==> src/rtl/mips_ll_pkg.sv <==
// Shared helpers for the LL/SC reservation unit: width derivation and granule compare.
package mips_ll_pkg;

    localparam int MAX_ADDR_W = 64;

    function automatic int clog2Fn(input int value);
        int result;
        result = 0;
        while ((1 << result) < value) begin
            result++;
        end
        return result;
    endfunction

    function automatic int tidWidth(input int numThreads);
        return (clog2Fn(numThreads) < 1) ? 1 : clog2Fn(numThreads);
    endfunction

    // Callers zero-extend both addresses to MAX_ADDR_W before comparing.
    function automatic logic granMatch(input logic [MAX_ADDR_W-1:0] a,
                                       input logic [MAX_ADDR_W-1:0] b,
                                       input int granLog2);
        return (a >> granLog2) == (b >> granLog2);
    endfunction

endpackage

==> src/rtl/ll_resv_entry.sv <==
// One thread's link reservation: valid bit, granule-aligned address and optional expiry counter.
module ll_resv_entry
    import mips_ll_pkg::*;
#(
    parameter int ADDR_W    = 32,
    parameter int GRAN_LOG2 = 2,
    parameter int TIMEOUT   = 0
) (
    input  logic              clk,
    input  logic              rst_n,
    input  logic              setStb,
    input  logic              clrStb,
    input  logic [ADDR_W-1:0] setAddr,
    input  logic [ADDR_W-1:0] scAddr,
    input  logic [ADDR_W-1:0] stAddr,
    output logic              valid,
    output logic [ADDR_W-1:0] addr,
    output logic              scMatch,
    output logic              stMatch
);

    localparam int CNT_W = (clog2Fn(TIMEOUT + 1) < 1) ? 1 : clog2Fn(TIMEOUT + 1);

    logic [CNT_W-1:0] cnt;

    assign scMatch = granMatch(MAX_ADDR_W'(addr), MAX_ADDR_W'(scAddr), GRAN_LOG2);
    assign stMatch = granMatch(MAX_ADDR_W'(addr), MAX_ADDR_W'(stAddr), GRAN_LOG2);

    // Clears always win over a same-cycle set; the address only moves on a set.
    always_ff @(posedge clk or negedge rst_n) begin
        if (!rst_n) begin
            valid <= 1'b0;
            addr  <= '0;
            cnt   <= '0;
        end else if (clrStb) begin
            valid <= 1'b0;
        end else if (setStb) begin
            valid <= 1'b1;
            addr  <= (setAddr >> GRAN_LOG2) << GRAN_LOG2;
            cnt   <= '0;
        end else if (TIMEOUT > 0 && valid) begin
            if (cnt == CNT_W'(TIMEOUT - 1)) begin
                valid <= 1'b0;
            end else if (cnt != '1) begin
                cnt <= cnt + 1'b1;
            end
        end
    end

endmodule

==> src/rtl/ll_reservation_unit.sv <==
// Per-thread LL/SC link reservations beside the MEM stage, with CP0 LLbit/LLAddr readback.
module ll_reservation_unit
    import mips_ll_pkg::*;
#(
    parameter int NUM_THREADS = 2,
    parameter int ADDR_W      = 32,
    parameter int GRAN_LOG2   = 2,
    parameter int TIMEOUT     = 0,
    localparam int TID_W      = tidWidth(NUM_THREADS)
) (
    input  logic                   clk,
    input  logic                   rst_n,
    input  logic                   ll_valid,
    input  logic [TID_W-1:0]       ll_tid,
    input  logic [ADDR_W-1:0]      ll_addr,
    input  logic                   sc_valid,
    input  logic [TID_W-1:0]       sc_tid,
    input  logic [ADDR_W-1:0]      sc_addr,
    output logic                   sc_success,
    input  logic                   st_valid,
    input  logic [ADDR_W-1:0]      st_addr,
    input  logic [NUM_THREADS-1:0] clr_vec,
    input  logic [TID_W-1:0]       rd_tid,
    output logic                   rd_llbit,
    output logic [ADDR_W-1:0]      rd_lladdr,
    output logic [NUM_THREADS-1:0] resv_vec
);

    // ll/sc/st valid are single-cycle strobes sampled at every rising edge; there is
    // no ready, the unit accepts an operation every cycle.

    logic [NUM_THREADS-1:0] valid;
    logic [NUM_THREADS-1:0] scMatch;
    logic [NUM_THREADS-1:0] stMatch;
    logic [NUM_THREADS-1:0] llHit;
    logic [NUM_THREADS-1:0] scHit;
    logic [NUM_THREADS-1:0] clrStb;
    logic [ADDR_W-1:0]      addr [NUM_THREADS];
    logic                   llScMatch;
    logic                   llStMatch;

    // An incoming LL address is also checked so that a same-cycle breaking write wins.
    assign llScMatch = granMatch(MAX_ADDR_W'(ll_addr), MAX_ADDR_W'(sc_addr), GRAN_LOG2);
    assign llStMatch = granMatch(MAX_ADDR_W'(ll_addr), MAX_ADDR_W'(st_addr), GRAN_LOG2);

    always_comb begin
        llHit      = '0;
        scHit      = '0;
        sc_success = 1'b0;
        rd_llbit   = 1'b0;
        rd_lladdr  = '0;
        for (int i = 0; i < NUM_THREADS; i++) begin
            llHit[i] = ll_valid && (ll_tid == TID_W'(i));
            scHit[i] = sc_valid && (sc_tid == TID_W'(i));
            if (scHit[i]) begin
                sc_success = valid[i] & scMatch[i];
            end
            if (rd_tid == TID_W'(i)) begin
                rd_llbit  = valid[i];
                rd_lladdr = addr[i];
            end
        end
    end

    always_comb begin
        clrStb = '0;
        for (int i = 0; i < NUM_THREADS; i++) begin
            clrStb[i] = clr_vec[i]
                      | scHit[i]
                      | (sc_success & ~scHit[i] & (scMatch[i] | (llHit[i] & llScMatch)))
                      | (st_valid & (stMatch[i] | (llHit[i] & llStMatch)));
        end
    end

    for (genvar g = 0; g < NUM_THREADS; g++) begin : gEntry
        ll_resv_entry #(
            .ADDR_W    (ADDR_W),
            .GRAN_LOG2 (GRAN_LOG2),
            .TIMEOUT   (TIMEOUT)
        ) uEntry (
            .clk     (clk),
            .rst_n   (rst_n),
            .setStb  (llHit[g]),
            .clrStb  (clrStb[g]),
            .setAddr (ll_addr),
            .scAddr  (sc_addr),
            .stAddr  (st_addr),
            .valid   (valid[g]),
            .addr    (addr[g]),
            .scMatch (scMatch[g]),
            .stMatch (stMatch[g])
        );
    end

    assign resv_vec = valid;

endmodule

==> config.mk <==
export PLATFORM = sky130hd
export DESIGN_NAME = ll_reservation_unit
export DESIGN_NICKNAME = d
export VERILOG_FILES = /design/src/rtl/mips_ll_pkg.sv /design/src/rtl/ll_resv_entry.sv /design/src/rtl/ll_reservation_unit.sv
export SDC_FILE = /design/constraint.sdc
export NUM_CORES = 1
export LEC_CHECK = 0
export ABC_CLOCK_PERIOD_IN_PS = 7100
export CORE_MARGIN = 1
export CORE_UTILIZATION = 45
export CTS_CLUSTER_DIAMETER = 60
export DETAILED_ROUTE_END_ITERATION = 8
export PLACE_DENSITY = 0.86
export SYNTH_ARGS = -nofsm -noshare
export SYNTH_HDL_FRONTEND = slang
export SYNTH_SLANG_ARGS = --single-unit
==> constraint.sdc <==
create_clock -name clk -period 7.1 [get_ports clk]
set_input_delay 2.13 -clock clk [delete_from_list [all_inputs] [get_ports clk]]
set_output_delay 2.13 -clock clk [all_outputs]
set_load 0.02 [all_outputs]
==> metrics.txt, run 1 <==
clock transition at the registers of the reported paths 0.07 ns; clock sinks 62; synthesized instance count 429; VDD IR max 0.106 mV; DRT Pass-1 Iters 5; Final Wtd Congestion 0.918; CTS Root Cell clkbuf_8; layout cells sized above 1 18.9%; Rel. slew slack 36.4%; HPWL Detailed 12.0 mm; Post-CTS Resized 0; HP Start gEntry[0].uEntry.addr[18]$_DFFE_PN0P_; crit-path max FO 3; post-placement cell count 691; Critical Path AT 4.83 ns; final std cells w/o fill 707; clock tree buffer depth 2; reg2reg start gEntry[1].uEntry.addr[5]$_DFFE_PN0P_; Detail Route Antenna Nets 0; grt ovf 0; Seq/Total Area, Yosys 31.6%; Reg-to-Reg End gEntry[0].uEntry.addr[21]$_DFFE_PN0P_; I/O Pins 142; largest net degree at the start of global routing 63; Remaining DRCs 0; initial drt markers 258; Setup CP Type in -> out; Cell Chain, Critical Path clkdlybuf4s50_1 > xor2_1 > nor4_1 > nand4_1 > nor4_2 > nand4_1 > o21ai_0 > clkdlybuf4s50_1; max_cap viols 0; Initial Util 46.9%; total power 0.00148 W; area grow syn2layout 33.6%; reg-to-reg setup timing slack 3.48 ns; Tot GR Track Use 27.5%; die span in y 106 um; cts hold-fix bufs 0; vias post-DR 3,982; fmax 0.144 GHz; worst min-delay path category reg -> reg; CP max stage cell clkdlybuf4s50_1; Slew Viols, Final 0; final hold violations 0; antenna violations before repair 0; vias in the first global route 4,243; CP endpoint kind output pin; Via density 5.63; Yosys cell types 24; reg2reg path depth 8; WP data required 4.97 ns; wire per inst 21.7 um; Leak 2.66 nW; Slew @ Worst Pin 0.954 ns; Setup crit start kind primary input; clock skew 0.0111 ns; Filler cells 854; Warnings, synthesis 0; chip width 106 um; # setup viols final 0; DRT Wirelength 15.4 mm; clk_lat worst skew 0.35 ns; port buffer count 133; first-pass GRT wire length 23.2 mm; Hold Path Sink gEntry[0].uEntry.addr[18]$_DFFE_PN0P_; #FFs+latches synth 62; # rows 37; post-CTS setup repair buffer count 0; slowest stage delay, CP 0.64 ns; Final period util 98.1%; CTS buffer count 9; status finished clean; post-route setup TNS 0 ns; synthesized area per cell 11.4 um^2; PD cells 226 nW/um^2; CTS tree done; core area 10,500 um^2; H-tree depth 3; area of the mapped netlist 4910 um^2; ant diodes 0; hold depth 1; Die ar. 11,300 um^2; unrepaired setup endpoints after global routing false; fin nets 672; post-layout min period 6.96 ns
## kinds of logic (layout without fill, tap and decap cells)
| kind of cell | count (synthesis) | after routing | synth area share, % |
|---|---|---|---|
| AOI/OAI and AO/OA | 15 | 15 | 2.17 |
| xor gates and xnor gates | 180 | 180 | 32.1 |
| buffers and inverters | 14 | 155 | 2.30 |
| DFF | 62 | 62 | 31.6 |
| muxes | 91 | 91 | 23.2 |
| other | 1 | 2 | 0.0764 |
| and+or+nand+nor | 66 | 66 | 8.52 |
## synth_stat cells
master,instances,area share (%)
o221ai_1,1,0.18
nor2_1,2,0.15
buf_1,3,0.23
mux2_4,30,9.2
a211oi_1,1,0.15
mux2_1,10,2.3
nor2b_1,1,0.13
conb_1,1,0.076
nand3_1,7,0.71
mux2_2,51,12
nand4_1,19,2.4
o21ai_0,4,0.41
buf_6,6,1.4
a21oi_1,5,0.51
xor2_1,120,21
nor4_1,33,4.2
a21o_1,2,0.31
nor4_2,3,0.77
buf_4,4,0.61
xnor2_1,60,11
dfrtp_1,62,32
and2_1,1,0.13
inv_1,1,0.076
o2111ai_2,2,0.61
## through the flow
stage | worst slack [ns] | area (um^2) | util [%] | hold WS [ns]
5_1_grt | 0.00497 | 6550 | 62.6 | 0.609
6_report | 0.136 | 6550 | 62.6 | 0.589
3_5_place_dp | 0.143 | 6350 | 60.7 | 0.569
3_3_place_gp | 0.210 | 6350 | 60.7 | 0.562
2_1_floorplan | 1.40 | 4910 | - | 0.543
4_1_cts | 0.132 | 6550 | 62.6 | 0.586
## final cells by class
| cell class | count | area, um^2 | area share, % |
|---|---|---|---|
| tap | 136 | 170 | 2.60 |
| sequential | 62 | 1550 | 23.7 |
| clock inverter | 4 | 45.0 | 0.687 |
| inverter | 1 | 3.75 | 0.0573 |
| timing repair buffer | 138 | 1360 | 20.8 |
| clock buffer | 12 | 155 | 2.37 |
| multi-input combinational | 354 | 3260 | 49.8 |
## flip-flops by register name, summed over array words and instances, names as in the netlist
signal and flops:
gEntry.uEntry.addr 60, gEntry.uEntry.valid 2
## layer usage
| layer | part of all wire, % | track usage, % | wire length [um] | vias to the layer above |
|---|---|---|---|---|
| met2 | 47 | 44.2 | 7260 | 193 |
| li1 | - | - | - | 1798 |
| met4 | 3.3 | 12.6 | 509 | 0 |
| met1 | 41 | 35.3 | 6300 | 1954 |
| met5 | 0 | 0 | 0 | - |
| met3 | 8.4 | 6.07 | 1280 | 37 |
## worst max-delay path: cells and delay by family
| family | cells | cell delay, ns |
|---|---|---|
| AND/OR/NAND/NOR | 4 | 1.26 |
| AO/OA/AOI/OAI | 1 | 0.13 |
| buffers and inverters | 2 | 1.14 |
| XOR/XNOR | 1 | 0.18 |
## placed cells by master (no fill, tap or decap), types with 7 or more instances in the layout
master           count
clkbuf_8            11
clkdlybuf4s50_1    132
dfrtp_1             62
mux2_1              10
mux2_2              51
mux2_4              30
nand3_1              7
nand4_1             19
nor4_1              32
xnor2_1             60
xor2_1             120
## how the worst max path moves through the flow
stage	startpoint	to	slack [ns]	cells after the start
2_1_floorplan	sc_addr[10]	sc_success	1.40	6
3_3_place_gp	sc_addr[13]	sc_success	0.21	8
3_5_place_dp	sc_addr[28]	sc_success	0.14	8
4_1_cts	sc_addr[31]	sc_success	0.13	8
5_1_grt	sc_addr[6]	sc_success	0.005	8
6_report	sc_addr[9]	sc_success	0.14	8
## power by group
group	switching, W	internal (W)	total, W
Combinational	0.000281	0.000339	0.000621
Clock	0.000148	0.000180	0.000328
Sequential	0.000108	0.000427	0.000535
Total	0.000537	0.000947	0.00148
Power figures use the tool's default switching activity.
==> run 2: changes to the inputs <==
--- a/config.mk
+++ b/config.mk
@@ -11,6 +11,7 @@
 export CTS_CLUSTER_DIAMETER = 60
 export DETAILED_ROUTE_END_ITERATION = 8
 export PLACE_DENSITY = 0.86
+export REMOVE_ABC_BUFFERS = 1
 export SYNTH_ARGS = -nofsm -noshare
 export SYNTH_HDL_FRONTEND = slang
 export SYNTH_SLANG_ARGS = --single-unit
==> run 2 against run 1 <==
  * Register-to-register slack is essentially flat
  * Total power decreased by 2.6%
  * Flip-flop and latch count unchanged
  * First-iteration DRC count down 20%
  * Utilization down 0.11 points
  * Largest cell class unchanged
  * Largest power group unchanged
==> metrics.txt, run 2 (same netlist as run 1, synthesis figures left out) <==
clk_lat worst skew 0.36 ns (about the same); vias in the first global route 4,117 (-3.0%); hold depth 1 (unchanged); commonest non-fill, non-tap cell in the layout clkdlybuf4s50_1; clock sinks 62 (unchanged); Rel. slew slack 25.9% (-10 points); fmax 0.143 GHz (-0.61%); Buf/Inv on CP 2 (unchanged); clock transition at the registers of the reported paths 0.07 ns (about the same); port buffer count 133 (unchanged); Setup CP Type in -> out; Final period util 98.7% (+0.61 points); ant diodes 0 (unchanged); first-pass GRT wire length 23.0 mm (-1.0%); PD cells 221 nW/um^2 (-2.4%); Die ar. 11,300 um^2 (unchanged); DRT Pass-1 Iters 5 (unchanged); crit-path max FO 3 (unchanged); CTS buffer count 9 (unchanged); clock skew 0.00760 ns (-0.00351 ns); die span in y 106 um (unchanged); post-CTS setup repair buffer count 0 (unchanged); Reg-to-Reg End gEntry[1].uEntry.addr[12]$_DFFE_PN0P_; final hold violations 0 (unchanged); Critical Path AT 4.88 ns (+0.05 ns); max FFs per register 60 (unchanged); Slew @ Worst Pin 1.11 ns (+0.157 ns); CTS Root Cell clkbuf_8; wire per inst 21.2 um (-2.5%); largest registers gEntry.uEntry.addr (60), gEntry.uEntry.valid (2); Slew Viols, Final 0 (unchanged); cts hold-fix bufs 0 (unchanged); DRT Wirelength 15.0 mm (-2.3%); reg-to-reg setup timing slack 3.47 ns (about the same); HP Start gEntry[0].uEntry.addr[17]$_DFFE_PN0P_; CP delay by family, top simple AND/OR/NAND/NOR gates; core area 10,500 um^2 (unchanged); antenna violations before repair 0 (unchanged); worst min-delay path category reg -> reg; area grow syn2layout 33.3%; cell count along the critical path 8 (unchanged); Final Cell Area 6540 um^2 (-0.17%); I/O Pins 142 (unchanged); unrepaired setup endpoints after global routing false; # rows 37 (unchanged); reg2reg start gEntry[0].uEntry.addr[8]$_DFFE_PN0P_; vias post-DR 3,945 (-0.93%); Final Wtd Congestion 0.986 (+7.4%); chip width 106 um (unchanged); Cell Area, Placed 6360 um^2 (+0.24%); clock tree buffer depth 2 (unchanged); Initial Util 46.9% (unchanged); reg2reg path depth 10 (+2); post-layout min period 7.01 ns (+0.0431 ns); Filler cells 867 (+1.5%); H-tree depth 3 (unchanged); WP data required 4.97 ns (about the same); most flop-heavy register gEntry.uEntry.addr; slowest stage delay, CP 0.65 ns (about the same); fin nets 674 (+0.30%); Core Util, Final 62.5% (-0.11 points); Remaining DRCs 0 (unchanged); CTS tree done; layout cells sized above 1 18.9% (-0.033 points); # setup viols final 0 (unchanged); Register Area 1550 um^2 (unchanged); Hold Path Sink gEntry[0].uEntry.addr[17]$_DFFE_PN0P_; HPWL Detailed 11.5 mm (-4.1%); largest net degree at the start of global routing 63 (unchanged); CP max stage cell clkdlybuf4s50_1; post-route setup TNS 0 ns (unchanged); CP endpoint kind output pin; Leak 2.65 nW (-0.31%); initial drt markers 206 (-20%); Cell Chain, Critical Path clkdlybuf4s50_1 > xor2_1 > nor4_1 > nand4_1 > nor4_2 > nand4_1 > o21ai_0 > clkdlybuf4s50_1; Tot GR Track Use 27.4% (-0.11 points); VDD IR max 0.123 mV (+16%); Setup crit start kind primary input; status finished clean; multi-input logic area 3270 um^2 (+0.19%); commonest cells after routing, fill and taps aside clkdlybuf4s50_1, xor2_1, dfrtp_1; Via density 5.57 (-1.1%); Detail Route Antenna Nets 0 (unchanged); max_cap viols 0 (unchanged); grt ovf 0 (unchanged)
[run 2: how the worst max path moves through the flow]
stage / slack (ns) / startpoint / end
global placement: 0.27 / sc_addr[10] / sc_success
global route: 0.01 / sc_addr[5] / sc_success
CTS: 0.18 / sc_addr[5] / sc_success
detailed placement: 0.21 / sc_addr[8] / sc_success
floorplan: 1.40 / sc_addr[10] / sc_success
finish: 0.09 / sc_addr[5] / sc_success
[run 2: power breakdown]
part	internal (W)	leakage, nW	switching (W)	total, W
Sequential	0.000428	0.741	0.000106	0.000534
Combinational	0.000341	1.82	0.000281	0.000622
Clock	0.000144	0.0865	0.000146	0.000290
[run 2: through the flow]
| step | total power [W] | setup slack (ns) | hold WS [ns] | instances |
|---|---|---|---|---|
| 6_report | 0.00144 | 0.0933 | 0.586 | 708 |
| 5_1_grt | 0.00151 | 0.0123 | 0.619 | 708 |
| 4_1_cts | 0.00143 | 0.177 | 0.592 | 708 |
| 3_5_place_dp | 0.00115 | 0.214 | 0.574 | 693 |
| 3_3_place_gp | 0.00113 | 0.268 | 0.558 | 693 |
| 2_1_floorplan | 0.000870 | 1.40 | 0.543 | 417 |
[run 2: worst reg2reg max path, delay by kind of cell (launching register included)]
kind / cells / cell delay (ns)
multiplexers: 1 / 0.33
AO/OA/AOI/OAI: 1 / 0.88
flip-flops: 1 / 0.43
AND/OR/NAND/NOR: 4 / 0.94
buffers and inverters: 3 / 0.75
XOR/XNOR: 1 / 0.19
[run 2: area by class of cell]
cell class	count	area share (%)
clock buffers	14	2.49
clock inverters	1	0.0765
inverters	1	0.0574
multi-input cells	354	50.0
flip-flops and latches	62	23.7
well taps	136	2.60
repair buffers	140	21.1
[run 2: per-layer routing]
layer	vias to the layer above	global-route usage, %	part of all wire [%]
li1	1790	-	-
met1	1921	34.8	41
met2	191	43.5	47
met3	43	8.28	8.5
met4	0	10.9	3.2
met5	-	0	0
[run 2: what timing repair did]
action	in CTS	in global routing
gates resized for setup	0	2
endpoints found under the hold margin	0	0
endpoints found under the setup margin	0	1
